<file path="src/rtl/parity_frame_receiver.sv">
// -----------------------------------------------------------------------------
// parity_frame_receiver
//
// Serial receiver placed after the 3-bit even-parity generator/checker stage.
// It deserializes a start/data/parity/stop frame sampled on bit_en strobes,
// re-checks even parity over data plus parity bit, and presents the word with
// a one-clock valid strobe and parity/framing error flags.
//
// Optional feature macro: PARITY_ERR_CNT_EN
//   defined   -> saturating counter of bad frames drives err_cnt
//   undefined -> no counter logic, err_cnt tied to 0 (port list unchanged)
//
// Ports:
//   clk         in   system clock, rising edge
//   rst         in   asynchronous active-high reset
//   bit_en      in   bit strobe; sdi sampled only when high
//   sdi         in   serial data, idles at 1
//   data_out    out  last received word, first data bit in bit 0
//   data_valid  out  one-clock pulse when data_out/flags update
//   parity_err  out  XOR of received data and parity bit was 1
//   frame_err   out  stop bit sampled as 0
//   err_cnt     out  saturating count of frames with any error
//
// state  | meaning
// -------+--------------------------------------------------------
// IDLE   | waiting for a start bit (sdi=0 on a strobe)
// DATA   | collecting DATA_W data bits, LSB first
// PARITY | capturing the parity bit
// STOP   | sampling stop bit, publishing word and flags
// -----------------------------------------------------------------------------
module parity_frame_receiver #(
   parameter int DATA_W    = 3,
   parameter int ERR_CNT_W = 8
) (
   input  logic                 clk,
   input  logic                 rst,
   input  logic                 bit_en,
   input  logic                 sdi,
   output logic [DATA_W-1:0]    data_out,
   output logic                 data_valid,
   output logic                 parity_err,
   output logic                 frame_err,
   output logic [ERR_CNT_W-1:0] err_cnt
);

   localparam int CNT_W = (DATA_W > 1) ? $clog2(DATA_W) : 1;
   localparam logic [CNT_W-1:0] LAST_IDX = CNT_W'(DATA_W - 1);

   typedef enum logic [1:0] {
      S_IDLE   = 2'd0,
      S_DATA   = 2'd1,
      S_PARITY = 2'd2,
      S_STOP   = 2'd3
   } state_t;

   state_t            state_q, state_d;
   logic [CNT_W-1:0]  cnt_q, cnt_d;
   logic [DATA_W-1:0] shift_q, shift_d;
   logic              par_q, par_d;
   logic [DATA_W-1:0] dout_q, dout_d;
   logic              valid_q, valid_d;
   logic              perr_q, perr_d;
   logic              ferr_q, ferr_d;

   always_comb begin
      state_d = state_q;
      cnt_d   = cnt_q;
      shift_d = shift_q;
      par_d   = par_q;
      dout_d  = dout_q;
      perr_d  = perr_q;
      ferr_d  = ferr_q;
      valid_d = 1'b0;

      if (bit_en) begin
         case (state_q)
            S_IDLE: begin
               if (!sdi) begin
                  state_d = S_DATA;
                  cnt_d   = '0;
               end
            end
            S_DATA: begin
               // Compare-based write keeps the index in range for any DATA_W.
               for (int i = 0; i < DATA_W; i++) begin
                  if (cnt_q == CNT_W'(i)) shift_d[i] = sdi;
               end
               if (cnt_q == LAST_IDX) begin
                  state_d = S_PARITY;
               end else begin
                  cnt_d = cnt_q + CNT_W'(1);
               end
            end
            S_PARITY: begin
               par_d   = sdi;
               state_d = S_STOP;
            end
            S_STOP: begin
               // A bad stop bit still delivers the word and is never
               // reinterpreted as the next start bit.
               dout_d  = shift_q;
               perr_d  = (^shift_q) ^ par_q;
               ferr_d  = ~sdi;
               valid_d = 1'b1;
               state_d = S_IDLE;
            end
            default: state_d = S_IDLE;
         endcase
      end
   end

   always_ff @(posedge clk or posedge rst) begin
      if (rst) begin
         state_q <= S_IDLE;
         cnt_q   <= '0;
         shift_q <= '0;
         par_q   <= 1'b0;
         dout_q  <= '0;
         valid_q <= 1'b0;
         perr_q  <= 1'b0;
         ferr_q  <= 1'b0;
      end else begin
         state_q <= state_d;
         cnt_q   <= cnt_d;
         shift_q <= shift_d;
         par_q   <= par_d;
         dout_q  <= dout_d;
         valid_q <= valid_d;
         perr_q  <= perr_d;
         ferr_q  <= ferr_d;
      end
   end

   assign data_out   = dout_q;
   assign data_valid = valid_q;
   assign parity_err = perr_q;
   assign frame_err  = ferr_q;

`ifdef PARITY_ERR_CNT_EN
   logic [ERR_CNT_W-1:0] err_cnt_q, err_cnt_d;

   // Counts on the same edge that raises data_valid, using the flags being
   // published for that frame; holds at all-ones.
   always_comb begin
      err_cnt_d = err_cnt_q;
      if (valid_d && (perr_d || ferr_d) && (err_cnt_q != {ERR_CNT_W{1'b1}})) begin
         err_cnt_d = err_cnt_q + ERR_CNT_W'(1);
      end
   end

   always_ff @(posedge clk or posedge rst) begin
      if (rst) begin
         err_cnt_q <= '0;
      end else begin
         err_cnt_q <= err_cnt_d;
      end
   end

   assign err_cnt = err_cnt_q;
`else
   assign err_cnt = '0;
`endif

endmodule

</file>
<file path="config.mk">
export PLATFORM = sky130hd
export DESIGN_NAME = parity_frame_receiver
export DESIGN_NICKNAME = d
export VERILOG_FILES = /design/src/rtl/parity_frame_receiver.sv
export SDC_FILE = /design/constraint.sdc
export NUM_CORES = 1
export LEC_CHECK = 0
export CAP_MARGIN = 20
export CORE_MARGIN = 2
export CORE_UTILIZATION = 48
export DETAILED_ROUTE_END_ITERATION = 16
export GPL_ROUTABILITY_DRIVEN = 0
export GPL_TIMING_DRIVEN = 0
export PLACE_DENSITY_LB_ADDON = 0.05
export SYNTH_ARGS = -nofsm -noshare
export SYNTH_HDL_FRONTEND = slang
export SYNTH_SLANG_ARGS = --single-unit
</file>
<file path="constraint.sdc">
create_clock -name clk -period 1.8 [get_ports clk]
set_input_delay 0.36 -clock clk [delete_from_list [all_inputs] [get_ports clk]]
set_output_delay 0.36 -clock clk [all_outputs]
set_load 0.03 [all_outputs]
</file>
==> summary.md <==
| Metric | Value |
|---|---|
| Status | finished clean |
| Skew-Pair Late Insertion Delay | between 0.2 and 0.3 ns |
| Synth cell types | 19 |
| Vias in the first global route | 459 |
| Total power | 1.566 mW |
| Gr usage total | between 10% and 20% |
| Vias | between 500 and 600 |
| TritonCTS buffer count | 3 |
| Crit path buffers/inverters | 1 |
| Period utilisation layout | about nine tenths |
| Max Freq | a little over 600 MHz |
| Fin area | approximately 960 um2 |
| Core Box Area | ~1500 um2 |
| Initial Util | ~52% |
| Pwr dens | 1634 nW/um2 |
| Setup TNS | 0 ns |
| Clock Pin Slew Worst Setup and Hold Paths | roughly 0.08 ns |
| Worst hold path type | in2async |
| Syn Area/Cell | between 10 and 15 um2 |
| Nets | a little over 100 |
| Max-cap violations | 0 |
| Die area | between 1500 and 2000 um2 |
| Filler cells | 130 |
| Critical path origin | frame_err |
| CP endpoint kind | output pin |
| Main synth FF type | dfrtp_1 |
| Initial antenna violation count | 0 |
| Lkg Pwr | 0.4842 nW |
| Ant. Diodes | 0 |
| Residual DRC | 0 |
| Share of layout cells above drive strength 1 | between 20% and 30% |
| Setup repair after global routing missed its margin | no |
| DRT iter0 DRCs | 5 |
| Vias/cell | around 4.8 |
| Slew Viols, Final | 0 |
| Max_slew headroom | 65.68% |
| Hpwl dp | about 870 um |
| Slowest stage delay, CP | around 0.67 ns |
| Crit start category | flip-flop |
| Critical R2R Capture | state_q[1] |
| Die span in y | about 44 um |
| Max FO, Critical Path | 2 |
| Max Root-Sink Buffers | 2 |
| R2R setup slack | between 0.2 and 0.3 ns |
| Final wirelength | 1.093 mm |
| # clock sinks | 14 |
| CP Capture Point | frame_err |
| Async set or reset register ratio after synthesis | between 90% and 100% |
| Placement Cell Area | 922.1 um2 |
| Worst-margin pin slew | between 0.5 and 0.6 ns |
| Yosys top cell by area | dfrtp_1 |
| Chip Width | between 40 and 50 um |
| First-pass GRT wire length | ~1.9 mm |
| CTS Hold Bufs | 0 |
| WL/cell | 10.31 um |
| Synthesized area | slightly below 800 um2 |
| Fin util | a little over three fifths |
| Yosys Warn Count | 0 |
| Largest net degree at the start of global routing | 15 |
| Fin crit period | about 1.7 ns |
| Setup Skew | 0.0005237 ns |
| Reg2reg path depth | 5 |
| WS Path Type | reg2out |
| Synth cell count leaders | dfrtp_1, buf_4, ha_1, mux2_2 |
| Area contributors post-synth | dfrtp_1, ha_1, mux2_2 |
| Area growth, synth to finish | 21.97% |
| H-tree levels | 1 |
| CTS tree | yes |
| Cell family with most CP delay | buffers and inverters |
| I/O pin count | 18 |
| Postcts setup bufs | 0 |
| Critical Path, Cell by Cell | clkdlybuf4s50_1 |
| Initial DRT Pass Iterations | 4 |
| Clk root buf | clkbuf_4 |
| Yosys top cell area share | 44.59% |
| Setup Viol. Count Final | 0 |
| Number of flops mapped to enable cells by yosys | 0 |
| Syn Inst Count | 70 |
| Stages on worst setup path | 1 |
| IO Port Bufs | 9 |
| Remaining global-route overflow | 0 |
| Most common cell in the netlist | dfrtp_1 |
| Post-route ant nets | 0 |
| Post-CTS Resized | 0 |
| Sequential share of the synthesized area | between 40 and 50% |
| Site row count | 14 |
| Worst path required time | roughly 1.4 ns |
| Peak supply drop | 0.0007198 V |
| CP arrival | ~1.3 ns |
| CP max stage cell | clkdlybuf4s50_1 |
| Synthesis-stage register bit count | 14 |
| FF-to-FF Start | state_q[1] |
| Final Hold Fails | 0 |
## metal layers
metal | wire [um] | part of all wire [%] | up-vias | global-route usage, %
met5 | 0 | 0 | - | 0
li1 | - | - | 258 | -
met3 | 52 | 4.8 | 5 | 3.673
met4 | 52 | 4.8 | 0 | 12.73
met1 | 473 | 43 | 237 | 15.25
met2 | 515 | 47 | 14 | 21.45
## logic make-up after synthesis
logic type / count (synthesis) / share of synthesized area [%]
flip-flops: 14 / 44.59
AND/OR/NAND/NOR: 14 / 7.963
buffers and inverters: 14 / 10.51
multiplexers: 9 / 12.74
adder cells (fa/ha/maj): 8 / 12.74
AO/OA/AOI/OAI: 7 / 7.644
XOR/XNOR: 3 / 3.345
other: 1 / 0.4772
## area by class of cell
cell class | instances | area (um2) | share of cell area, %
Multi-Input combinational cell | 49 | 379.1 | 39.56
Sequential cell | 14 | 350.3 | 36.55
Timing Repair Buffer | 9 | 90.09 | 9.399
Buffer | 8 | 60.06 | 6.266
Clock buffer | 4 | 36.28 | 3.786
Inverter | 6 | 22.52 | 2.350
Tap cell | 16 | 20.02 | 2.089
## worst min-delay path by stage
stage	start	endpoint	slack, ns	cells after the start
floorplan	rst	cnt_q[0]	0.25	1
global placement	parity_err	parity_err	0.46	2
CTS	rst	data_valid	0.42	2
finish	rst	frame_err	0.41	2
global route	rst	parity_err	0.47	2
detailed placement	parity_err	parity_err	0.47	2
## cell usage in the layout, fill, tap and decap left out, types with 2 or more instances in the layout
| cell type | instances |
|---|---|
| nand2_1 | 6 |
| buf_4 | 8 |
| clkdlybuf4s50_1 | 9 |
| clkbuf_4 | 3 |
| conb_1 | 8 |
| ha_1 | 8 |
| mux2_2 | 8 |
| xnor2_1 | 3 |
| nor2_1 | 2 |
| dfrtp_1 | 14 |
| inv_1 | 6 |
| o21ai_0 | 2 |
| nand3_1 | 4 |
## state kept, by name, indices dropped and copies added, names as in the netlist
name        cells
cnt_q           2
data_out        3
data_valid      1
frame_err       1
par_q           1
parity_err      1
shift_q         3
state_q         2
## per-stage QoR
stage / std cells / setup slack [ns] / hold WS, ns
finish: 106 / 0.1442 / 0.4084
global route: 106 / 0.08348 / 0.4671
CTS: 106 / 0.1250 / 0.4193
detailed placement: 102 / 0.03715 / 0.4690
global placement: 102 / 0.04151 / 0.4596
floorplan: 77 / 0.4041 / 0.2492
## power by group
group          switching, mW  leakage [nW]  internal, mW
Sequential             0.100         0.174         0.462
Combinational          0.402         0.289         0.380
Clock                 0.0991        0.0210         0.123
Total                  0.601         0.484         0.965
(Power assumes the default switching activity.)
